--- src/rtl/ring_rr_arbiter.sv ---
`default_nettype none
// ============================================================================
// Module   : ring_rr_arbiter
// Purpose  : Round-robin arbiter for N requesters sharing one resource.
//            A one-hot ring token (ptr) marks the highest-priority position
//            and moves to one past the last winner on every release. The
//            grant is registered and one-hot. One idle cycle always
//            separates two grants.
// Revision : 1.0 - initial release
// Macro    : HOLD_LIMIT_EN - when defined, a grant is force-released after
//            MAX_HOLD consecutive cycles and 'timeout' pulses for one cycle.
//            When undefined, a grant lasts until done[g] or req[g] drops,
//            and MAX_HOLD is accepted but has no effect.
// Ports    :
//   clk          in   1  rising-edge clock
//   reset        in   1  asynchronous active-high reset
//   req          in   N  request vector, bit i = requester i wants access
//   done         in   N  release strobe, honoured only for the granted bit
//   grant        out  N  registered one-hot grant, or all zeros
//   grant_valid  out  1  registered OR of grant
//   ptr          out  N  one-hot priority token
//   timeout      out  1  one-cycle pulse on forced release (HOLD_LIMIT_EN)
// ============================================================================
module ring_rr_arbiter #(
   parameter int N        = 4,
   parameter int MAX_HOLD = 8
) (
   input  logic         clk,
   input  logic         reset,
   input  logic [N-1:0] req,
   input  logic [N-1:0] done,
   output logic [N-1:0] grant,
   output logic         grant_valid,
   output logic [N-1:0] ptr
`ifdef HOLD_LIMIT_EN
   ,
   output logic         timeout
`endif
);

   localparam logic [0:0]   c_IDLE  = 1'b0;
   localparam logic [0:0]   c_GRANT = 1'b1;
   localparam logic [N-1:0] c_ONE   = {{(N-1){1'b0}}, 1'b1};

   // Reject illegal configurations at elaboration time.
   generate
      if (N < 2 || MAX_HOLD < 1) begin : g_bad_params
         $error("ring_rr_arbiter: requires N >= 2 and MAX_HOLD >= 1");
      end
   endgenerate

   logic [0:0]   state_q, state_d;
   logic [N-1:0] grant_q, grant_d;
   logic         gv_q, gv_d;
   logic [N-1:0] ptr_q, ptr_d;

   logic [N-1:0] w_req_hi;
   logic [N-1:0] w_win;
   logic         w_done_g;
   logic         w_req_g;
   logic         w_release;

`ifdef HOLD_LIMIT_EN
   localparam int              c_HW       = $clog2(MAX_HOLD + 1);
   localparam logic [c_HW-1:0] c_MAX_HOLD = c_HW'(MAX_HOLD);

   logic [c_HW-1:0] hold_q, hold_d;
   logic            timeout_q, timeout_d;
   logic            w_limit;
`endif

   // Winner search. (ptr - 1) sets every bit below the token, so its
   // complement masks req down to positions at or above the token. The lowest
   // set bit of that masked vector wins; if nothing sits at or above the
   // token, the search wraps to the lowest set bit of the full req vector.
   // x & (~x + 1) isolates the lowest set bit of x.
   always_comb begin
      w_req_hi = req & ~(ptr_q - c_ONE);
      if (|w_req_hi) begin
         w_win = w_req_hi & (~w_req_hi + c_ONE);
      end else begin
         w_win = req & (~req + c_ONE);
      end
   end

   // Only the granted requester's done/req bits can end a grant.
   always_comb begin
      w_done_g = |(grant_q & done);
      w_req_g  = |(grant_q & req);
`ifdef HOLD_LIMIT_EN
      w_limit   = (hold_q == c_MAX_HOLD);
      w_release = w_done_g | ~w_req_g | w_limit;
`else
      w_release = w_done_g | ~w_req_g;
`endif
   end

   always_comb begin
      state_d = state_q;
      grant_d = grant_q;
      gv_d    = gv_q;
      ptr_d   = ptr_q;
`ifdef HOLD_LIMIT_EN
      hold_d    = hold_q;
      timeout_d = 1'b0;
`endif
      case (state_q)
         c_IDLE: begin
            if (|req) begin
               state_d = c_GRANT;
               grant_d = w_win;
               gv_d    = 1'b1;
`ifdef HOLD_LIMIT_EN
               hold_d  = c_HW'(1);
`endif
            end
         end
         c_GRANT: begin
            if (w_release) begin
               state_d = c_IDLE;
               grant_d = '0;
               gv_d    = 1'b0;
               // Token moves one position past the winner, wrapping N-1 -> 0.
               ptr_d   = {grant_q[N-2:0], grant_q[N-1]};
`ifdef HOLD_LIMIT_EN
               hold_d    = '0;
               // A release also caused by done or a dropped request is a
               // normal release, not a timeout.
               timeout_d = w_limit & ~w_done_g & w_req_g;
`endif
            end
`ifdef HOLD_LIMIT_EN
            else if (hold_q != c_MAX_HOLD) begin
               hold_d = hold_q + c_HW'(1);
            end
`endif
         end
         default: begin
            state_d = c_IDLE;
            grant_d = '0;
            gv_d    = 1'b0;
            ptr_d   = c_ONE;
`ifdef HOLD_LIMIT_EN
            hold_d  = '0;
`endif
         end
      endcase
   end

   always_ff @(posedge clk or posedge reset) begin
      if (reset) begin
         state_q <= c_IDLE;
         grant_q <= '0;
         gv_q    <= 1'b0;
         ptr_q   <= c_ONE;
      end else begin
         state_q <= state_d;
         grant_q <= grant_d;
         gv_q    <= gv_d;
         ptr_q   <= ptr_d;
      end
   end

`ifdef HOLD_LIMIT_EN
   always_ff @(posedge clk or posedge reset) begin
      if (reset) begin
         hold_q    <= '0;
         timeout_q <= 1'b0;
      end else begin
         hold_q    <= hold_d;
         timeout_q <= timeout_d;
      end
   end

   assign timeout = timeout_q;
`endif

   assign grant       = grant_q;
   assign grant_valid = gv_q;
   assign ptr         = ptr_q;

endmodule
`default_nettype wire

--- config.mk ---
export PLATFORM = sky130hd
export DESIGN_NAME = ring_rr_arbiter
export DESIGN_NICKNAME = d
export VERILOG_FILES = /design/src/rtl/ring_rr_arbiter.sv
export SDC_FILE = /design/constraint.sdc
export NUM_CORES = 1
export LEC_CHECK = 0
export ABC_CLOCK_PERIOD_IN_PS = 2300
export BUFFER_PORTS_ARGS = -buffer_cell sky130_fd_sc_hd__buf_2
export CORE_AREA = 4 4 41 43
export CTS_BUF_LIST = sky130_fd_sc_hd__clkbuf_4 sky130_fd_sc_hd__clkbuf_8
export DETAILED_ROUTE_END_ITERATION = 7
export DIE_AREA = 0 0 45 47
export PLACE_DENSITY = 0.68
export SLEW_MARGIN = 20
export SYNTH_ARGS = -nofsm -noshare
export SYNTH_HDL_FRONTEND = slang
export SYNTH_SLANG_ARGS = --single-unit
--- constraint.sdc ---
create_clock -name clk -period 2.3 [get_ports clk]
set_input_delay 0.115 -clock clk [delete_from_list [all_inputs] [get_ports clk]]
set_output_delay 0.115 -clock clk [all_outputs]
set_load 0.005 [all_outputs]
Word level (Yosys, flattened, before mapping)

Cells that the tools add are included.

Register bits: 10
Bits in latches: 0
Bits in writable memories: 0
Bits in read-only memories: 0
Input port bits: 10
Output and inout port bits: 9
Word-level logic and storage cells: 36
Memories: 0

Add/sub/neg operators: 3
Multipliers: 0
Divide/modulo/power cells: 0
Magnitude comparators: 0
Equality and inequality tests: 2
Shifts and indexed selects: 0
Mux-type cells: 10
Bitwise logic cells: 11
Reductions and logical operators: 6

Operators by type and width:

| kind                                                                     | count |
|---|---|
| 4-bit AND                                                                | 5 |
| 4-bit OR reduction                                                       | 4 |
| 4-bit 2-to-1 mux                                                         | 3 |
| 4-bit NOT                                                                | 3 |
| 4-bit by 1-bit adder with 4-bit output (second input constant)           | 2 |
| 4-bit case mux with 2 select lines                                       | 1 |
| 1-bit 2-to-1 mux                                                         | 4 |
| 1-bit case mux with 2 select lines                                       | 2 |
| 2-bit AND reduction                                                      | 2 |
| 4-bit by 1-bit subtractor with 4-bit output (second input constant)      | 1 |
| 2-bit by 1-bit inequality test with 1-bit output (second input constant) | 1 |
| 2-bit inequality test (second input constant)                            | 1 |
| 1-bit NOT                                                                | 2 |
| 1-bit bitwise OR                                                         | 1 |

Longest topological paths before layout

Gate-level depths: netlist of run 1.

Depth after elaboration: 9
Gate-level depth with buffers: 6
Mapped depth without buffers: 6

Worst setup path after synthesis of run 1

OpenSTA, ideal clock, no wires.

Kind: register to register
Start: reg ptr_q[0] (netlist: ptr[0])
End: reg grant_q[0] (netlist: grant[0])
Library setup time: 0.096 ns
Arrival time: 1.649 ns
Required time: 2.204 ns
Slack: 0.555 ns
Stages on the path, launching flop included: 7
Path buffers: 0
Period minus slack after synthesis: 1.745 ns
Cell sequence: dfstp_2 -> inv_1 -> ha_1 -> a22oi_1 -> a21boi_0 -> a21oi_1 -> o32ai_2

Cells in the longest elaborated chain, start to end: 9
Elaborated cells on any way between the ends: 10
Classes of those cells: add/sub: 2; mux: 3; bitwise: 4; reduce/logical: 1

RTL lines:

| item                                            | RTL line | RTL |
|---|---|---|
| start: declaration                              | 55       | `logic [N-1:0] ptr_q, ptr_d;` |
| start signal: assignment                        | 155      | `ptr_q <= c_ONE;` |
| start signal: assignment                        | 160      | `ptr_q <= ptr_d;` |
| 4-bit by 1-bit subtractor with 4-bit output (*) | 78       | `w_req_hi = req & ~(ptr_q - c_ONE);` |
| 4-bit NOT (*)                                   | 78       |  |
| 4-bit AND (*)                                   | 78       |  |
| 4-bit NOT                                       | 80       | `w_win = w_req_hi & (~w_req_hi + c_ONE);` |
| 4-bit by 1-bit adder with 4-bit output          | 80       |  |
| 4-bit AND                                       | 80       |  |
| 4-bit 2-to-1 mux (*)                            | 79       | `if (\|w_req_hi) begin` |
| 4-bit 2-to-1 mux (*)                            | 109      | `if (\|req) begin` |
| 4-bit case mux with 2 select lines (*)          | 107      | `case (state_q)` |
| end signal: assignment                          | 158      | `grant_q <= grant_d;` |
| end: declaration                                | 53       | `logic [N-1:0] grant_q, grant_d;` |

Every way passes the cells marked *; elsewhere a longest branch is shown, timed or not. The select of a mux whose other input is x is not followed.
A chain may end at the register's enable or synchronous reset.

Worst setup path in the final report of run 1

Ends and elaborated chain as after synthesis.

==> run metrics, run 1 <==
drc violations 0; Critical Path Start Type flip-flop; 1st-pass router iterations 4; Max-Cap Viols 0; Vias/cell between 5 and 6; initial DRC count 7; register area share after synthesis 0.440; Area growth syn-to-layout 27.1%; Via Count 545; Max stage delay on crit path a little under 0.6 ns; # port buffers 18; Yosys cell types 26; fin crit share 0.857; number of gates resized after CTS 0; top cell type's share of synthesized area 0.394; synthesis-stage register bit count 10; core area 1300 um^2; CP startpoint ptr[0]$_DFFE_PP1P_; RePlAce Congestion between 0.8 and 0.9; P_leak 0.353 nW; Clock Skew around 0.0033 ns; maximum vdd drop between 0.5 and 0.6 mV; Crit path max-delay family compound AO/OA/AOI/OAI gates; hold path depth 3; TritonCTS clock tree built; Worst-Margin Slew just under 0.4 ns; initial antenna violation count 0; status finished clean; commonest non-fill, non-tap cell in the layout buf_2; yosys warns 0; layout cells sized above 1 0.405; Crit. End Element flip-flop; TritonCTS Buffers 3; R2R cell count 6; Pwr Total just under 900 uW; Crit path buffers/inverters 1; insertion delay to the later sink of the worst-skew pair around 0.26 ns; largest area contributor in the netlist dfrtp_1; synthesized area between 500 and 600 um^2; Reg clk slew, reported paths around 0.070 ns; Worst Setup EP grant[0]$_DFFE_PP0P_; Hold Path Class in2reg; clk sinks 10; max-slew violations 0; CP max-delay cell dfstp_2; CP cell instances inv_1 > ha_1 > a22oi_1 > a21boi_0 > a21oi_1 > o32ai_2; final setup violation count 0; reg2reg end grant[0]$_DFFE_PP0P_; Core Rows 13; Routed WL between 1500 and 2000 um; Avg Cell Area, Syn just over 10 um^2; first-pass GRT wire length 2420 um; Initial Utilization 0.439; largest net degree at the start of global routing 11; WL per Instance between 15 and 20 um; TNS Setup 0 ns; post-route ant nets 0; detailed placer's ending HPWL ~1100 um; Max Freq between 500 and 600 MHz; most frequent cells in the layout buf_2 (18), dfrtp_1 (9), nand2_1 (6), inv_1 (6), a22oi_1 (5); antenna cells 0; CTS max path bufs 2; syn_nets 67; htree depth 1; RR Startpoint ptr[0]$_DFFE_PP1P_; Setup Buffers After CTS 0; arrival time at the worst endpoint between 2 and 2.5 ns; post-layout min period 1.97 ns; Root Driver clkbuf_4; reg2reg setup slack between 0.3 and 0.4 ns; final hold vios 0; PD cells between 1000 and 1500 nW/um^2; Die Span Y 47 um; CP Max Fanout 7; Die ar. 2120 um^2; crit path kind reg2reg; GRT Resource Usage Total 0.160; Worst EP required 2.47 ns; Mapped Cells 56; top cells by area, synth dfrtp_1 (39%), mux2_2 (7.9%), a22oi_1 (6.6%); NumNets Final ~90; GR Overflow Total 0; Max-slew headroom 0.738; Top-Level Pins 19; RSZ-0062 raised after global routing false; vias in the first global route roughly 540; die width between 40 and 50 um; stages on the worst setup path 6
[cell type report]
class,instances,area (um^2)
Sequential cell,10,251
Fill cell,126,574
Timing Repair Buffer,19,100
Tap cell,15,18.8
Clock buffer,4,36.3
Multi-Input combinational cell,40,298
Inverter,6,22.5
[stage by stage]
stage                     std cells  utilization  hold WS [ns]  setup WS [ns]  cell area (um^2)
after floorplan                  56            -       -0.0455          0.555               572
after global placement           89        0.523         0.109          0.523               681
after detailed placement         89        0.523         0.109          0.347               681
after CTS                        94        0.559         0.169          0.331               727
after global routing             94        0.559         0.173          0.197               727
final                            94        0.559         0.180          0.330               727
[power breakdown]
part           switching (mW)  total, mW  internal, mW
registers              0.0632      0.299         0.236
clock network          0.0607      0.157        0.0961
logic                   0.219      0.412         0.194
[synthesized netlist by cell type (all sizes together)]
master   count
a21boi       1
a21oi        3
a22oi        5
a31oi        2
and3         1
dfrtp        9
dfstp        1
ha           1
inv          6
mux2         4
nand2        6
nand3        4
nor2         1
nor3         1
nor4         1
o2111ai      1
o211ai       1
o21ai        1
o22ai        2
o31ai        1
o32ai        1
or2          1
or4          1
xnor2        1
[worst register-to-register path, delay by kind of cell, from the launching register on]
kind	cells	cell delay (ns)
flip-flops	1	0.59
AO/OA/AOI/OAI	4	0.91
buffers and inverters	1	0.07
adder cells (fa/ha/maj)	1	0.31
[state kept, by name (all words and copies together), names as in the netlist]
name,flops
state_q,1
ptr,4
grant,4
grant_valid,1
[metal layers]
layer  part of all wire  routed length (um)  global-route usage
met1               0.45                 672               0.222
met2               0.48                 723               0.234
met3              0.059                  88              0.0307
met5                  0                   0                   0
met4              0.013                  19              0.0877
[cells by family after synthesis]
group | count (synthesis) | synth area share
AOI/OAI and AO/OA | 18 | 0.254
xor gates and xnor gates | 1 | 0.0153
adders and majority gates | 1 | 0.0219
buffers and inverters | 6 | 0.0394
DFF | 10 | 0.440
muxes | 4 | 0.0788
and+or+nand+nor | 16 | 0.151
[worst min-delay path by stage]
| stage | slack, ns | to | from |
|---|---|---|---|
| after CTS | 0.17 | grant[3]$_DFFE_PP0P_ | req[3] |
| after floorplan | -0.05 | grant[0]$_DFFE_PP0P_ | reset |
| final | 0.18 | grant[3]$_DFFE_PP0P_ | req[3] |
| after global placement | 0.11 | ptr[1]$_DFFE_PP0P_ | reset |
| after global routing | 0.17 | grant[2]$_DFFE_PP0P_ | req[2] |
| after detailed placement | 0.11 | ptr[1]$_DFFE_PP0P_ | reset |
[what timing repair did]
| action | 4_1_cts | 5_1_grt |
|---|---|---|
| hold buffers | 1 | 0 |
| hold endpoints to repair | 9 | 0 |
| endpoints found under the setup margin | 0 | 0 |
No activity file was read; power rests on OpenSTA's default activity.
==> run 2, diff against run 1 <==
CAP_MARGIN = 20   (was default)
PLACE_DENSITY = 0.7   (was 0.68)
==> run metrics, run 2 (same netlist as run 1, synthesis figures left out) <==
TNS Setup 0 ns (unchanged); Clock Skew 0.00260 ns (was 0.00328 ns); antenna cells 0 (unchanged); Gate power share 0.470 (was 0.475); htree depth 1 (unchanged); worst hold slack 0.177 ns (was 0.180 ns); CP Max Fanout 7 (unchanged); clk sinks 10 (unchanged); # port buffers 18 (unchanged); final setup violation count 0 (unchanged); post-route ant nets 0 (unchanged); Crit. End Element flip-flop (unchanged); Max-slew headroom 0.735 (was 0.738); largest net degree at the start of global routing 11 (unchanged); hold path depth 3 (unchanged); commonest non-fill, non-tap cell in the layout buf_2 (unchanged); drc violations 0 (unchanged); Core Rows 13 (unchanged); most frequent cells in the layout buf_2 (18), dfrtp_1 (9), nand2_1 (6), inv_1 (6), a22oi_1 (5) (unchanged); RSZ-0062 raised after global routing false (unchanged); RR Startpoint ptr[0]$_DFFE_PP1P_ (unchanged); PD cells 1200 nW/um^2 (was 1190 nW/um^2); clock network power share 0.189 (was 0.181); R2R cell count 6 (unchanged); Worst EP required 2.48 ns (was 2.47 ns); maximum vdd drop 0.573 mV (was 0.527 mV); Switching Power 346 uW (was 342 uW); Die Span Y 47 um (unchanged); Reg clk slew, reported paths 0.07 ns (about the same); detailed placer's ending HPWL 1110 um (was 1150 um); reg2reg end grant[0]$_DFFE_PP0P_ (unchanged); Initial Utilization 0.439 (unchanged); Critical Path Start Type flip-flop (unchanged); TritonCTS clock tree built (unchanged); Post-Place Cell Area 681 um^2 (unchanged); Via Count 534 (was 545); number of gates resized after CTS 0 (unchanged); Sw Ratio 0.397 (was 0.395); crit path kind reg2reg (unchanged); Max-Cap Viols 0 (unchanged); Pwr Total 872 uW (was 868 uW); Pint 526 uW (about the same); vias in the first global route 532 (was 543); Area growth syn-to-layout 27.1% (unchanged); layout cells sized above 1 0.405 (unchanged); CTS max path bufs 2 (unchanged); arrival time at the worst endpoint 2.10 ns (was 2.14 ns); Vias/cell 5.68 (was 5.80); insertion delay to the later sink of the worst-skew pair 0.27 ns (was 0.26 ns); post-layout min period 1.92 ns (was 1.97 ns); Root Driver clkbuf_4 (unchanged); max-slew violations 0 (unchanged); Max Freq 521 MHz (was 507 MHz); initial antenna violation count 0 (unchanged); Seq pwr share 0.341 (was 0.344); Final Cell Area 727 um^2 (unchanged); Worst-Margin Slew 0.397 ns (was 0.392 ns); Hold Path Origin req[2] (was req[3]); Die ar. 2120 um^2 (unchanged); GR Overflow Total 0 (unchanged); initial DRC count 12 (was 7); final worst setup slack 0.380 ns (was 0.330 ns); reg2reg setup slack 0.38 ns (was 0.33 ns); first-pass GRT wire length 2470 um (was 2420 um); RePlAce Congestion 0.875 (was 0.898); final hold vios 0 (unchanged); TritonCTS Buffers 3 (unchanged); fin crit share 0.835 (was 0.857); Routed WL 1480 um (was 1500 um); die width 45 um (unchanged); Top-Level Pins 19 (unchanged); pre-CTS setup slack 0.413 ns (was 0.347 ns); core area 1300 um^2 (unchanged); status finished clean (unchanged); GRT Resource Usage Total 0.165 (was 0.160); NumNets Final 91 (unchanged); WL per Instance 15.7 um (was 16.0 um); Hold Path Class in2reg (unchanged); 1st-pass router iterations 4 (unchanged); P_leak 0.353 nW (unchanged); Hold EP grant[2]$_DFFE_PP0P_ (was grant[3]$_DFFE_PP0P_)
run 2: final cells by class:
class                      count  area, um^2
fill                         129         574
multi-input combinational     40         298
sequential                    10         251
timing repair buffer          19         100
clock buffer                   4        36.3
inverter                       6        22.5
tap                           15        18.8
run 2: power groups by stage:
stage          Sequential, mW  Clock [mW]  Combinational [mW]
3_5_place_dp            0.300           0               0.407
5_1_grt                 0.306       0.172               0.455
2_1_floorplan           0.291           0               0.290
3_3_place_gp            0.297           0               0.400
6_report                0.297       0.165               0.410
4_1_cts                 0.297       0.165               0.410
run 2: how the worst max path moves through the flow:
stage / from / slack (ns) / to
global placement: ptr[0]$_DFFE_PP1P_ / 0.51 / grant[0]$_DFFE_PP0P_
finish: ptr[0]$_DFFE_PP1P_ / 0.38 / grant[0]$_DFFE_PP0P_
detailed placement: ptr[0]$_DFFE_PP1P_ / 0.41 / grant[0]$_DFFE_PP0P_
global route: ptr[0]$_DFFE_PP1P_ / 0.25 / grant[0]$_DFFE_PP0P_
floorplan: ptr[0]$_DFFE_PP1P_ / 0.56 / grant[0]$_DFFE_PP0P_
CTS: ptr[0]$_DFFE_PP1P_ / 0.38 / grant[0]$_DFFE_PP0P_
run 2: metal layers:
layer | global-route usage | vias up | share of wire
met4 | 0.105 | 0 | 0.024
met3 | 0.0230 | 5 | 0.056
li1 | - | 258 | -
met1 | 0.233 | 253 | 0.47
met2 | 0.234 | 18 | 0.45
met5 | 0 | - | 0
run 2: through the flow:
stage / cells / utilization
detailed placement: 89 / 0.523
finish: 94 / 0.559
CTS: 94 / 0.559
global route: 94 / 0.559
global placement: 89 / 0.523
floorplan: 56 / -
run 2: repair_timing:
item / in CTS / in global routing
hold endpoints to repair: 9 / 0
hold buffers: 1 / 0
setup buffers: 0 / 0
endpoints found under the setup margin: 0 / 0
run 2: critical path, cell delays in order (launching register included):
cell	delay (ns)
dfstp_2	0.61
inv_1	0.08
ha_1	0.31
a22oi_1	0.26
a21boi_0	0.27
a21oi_1	0.12
o32ai_2	0.19
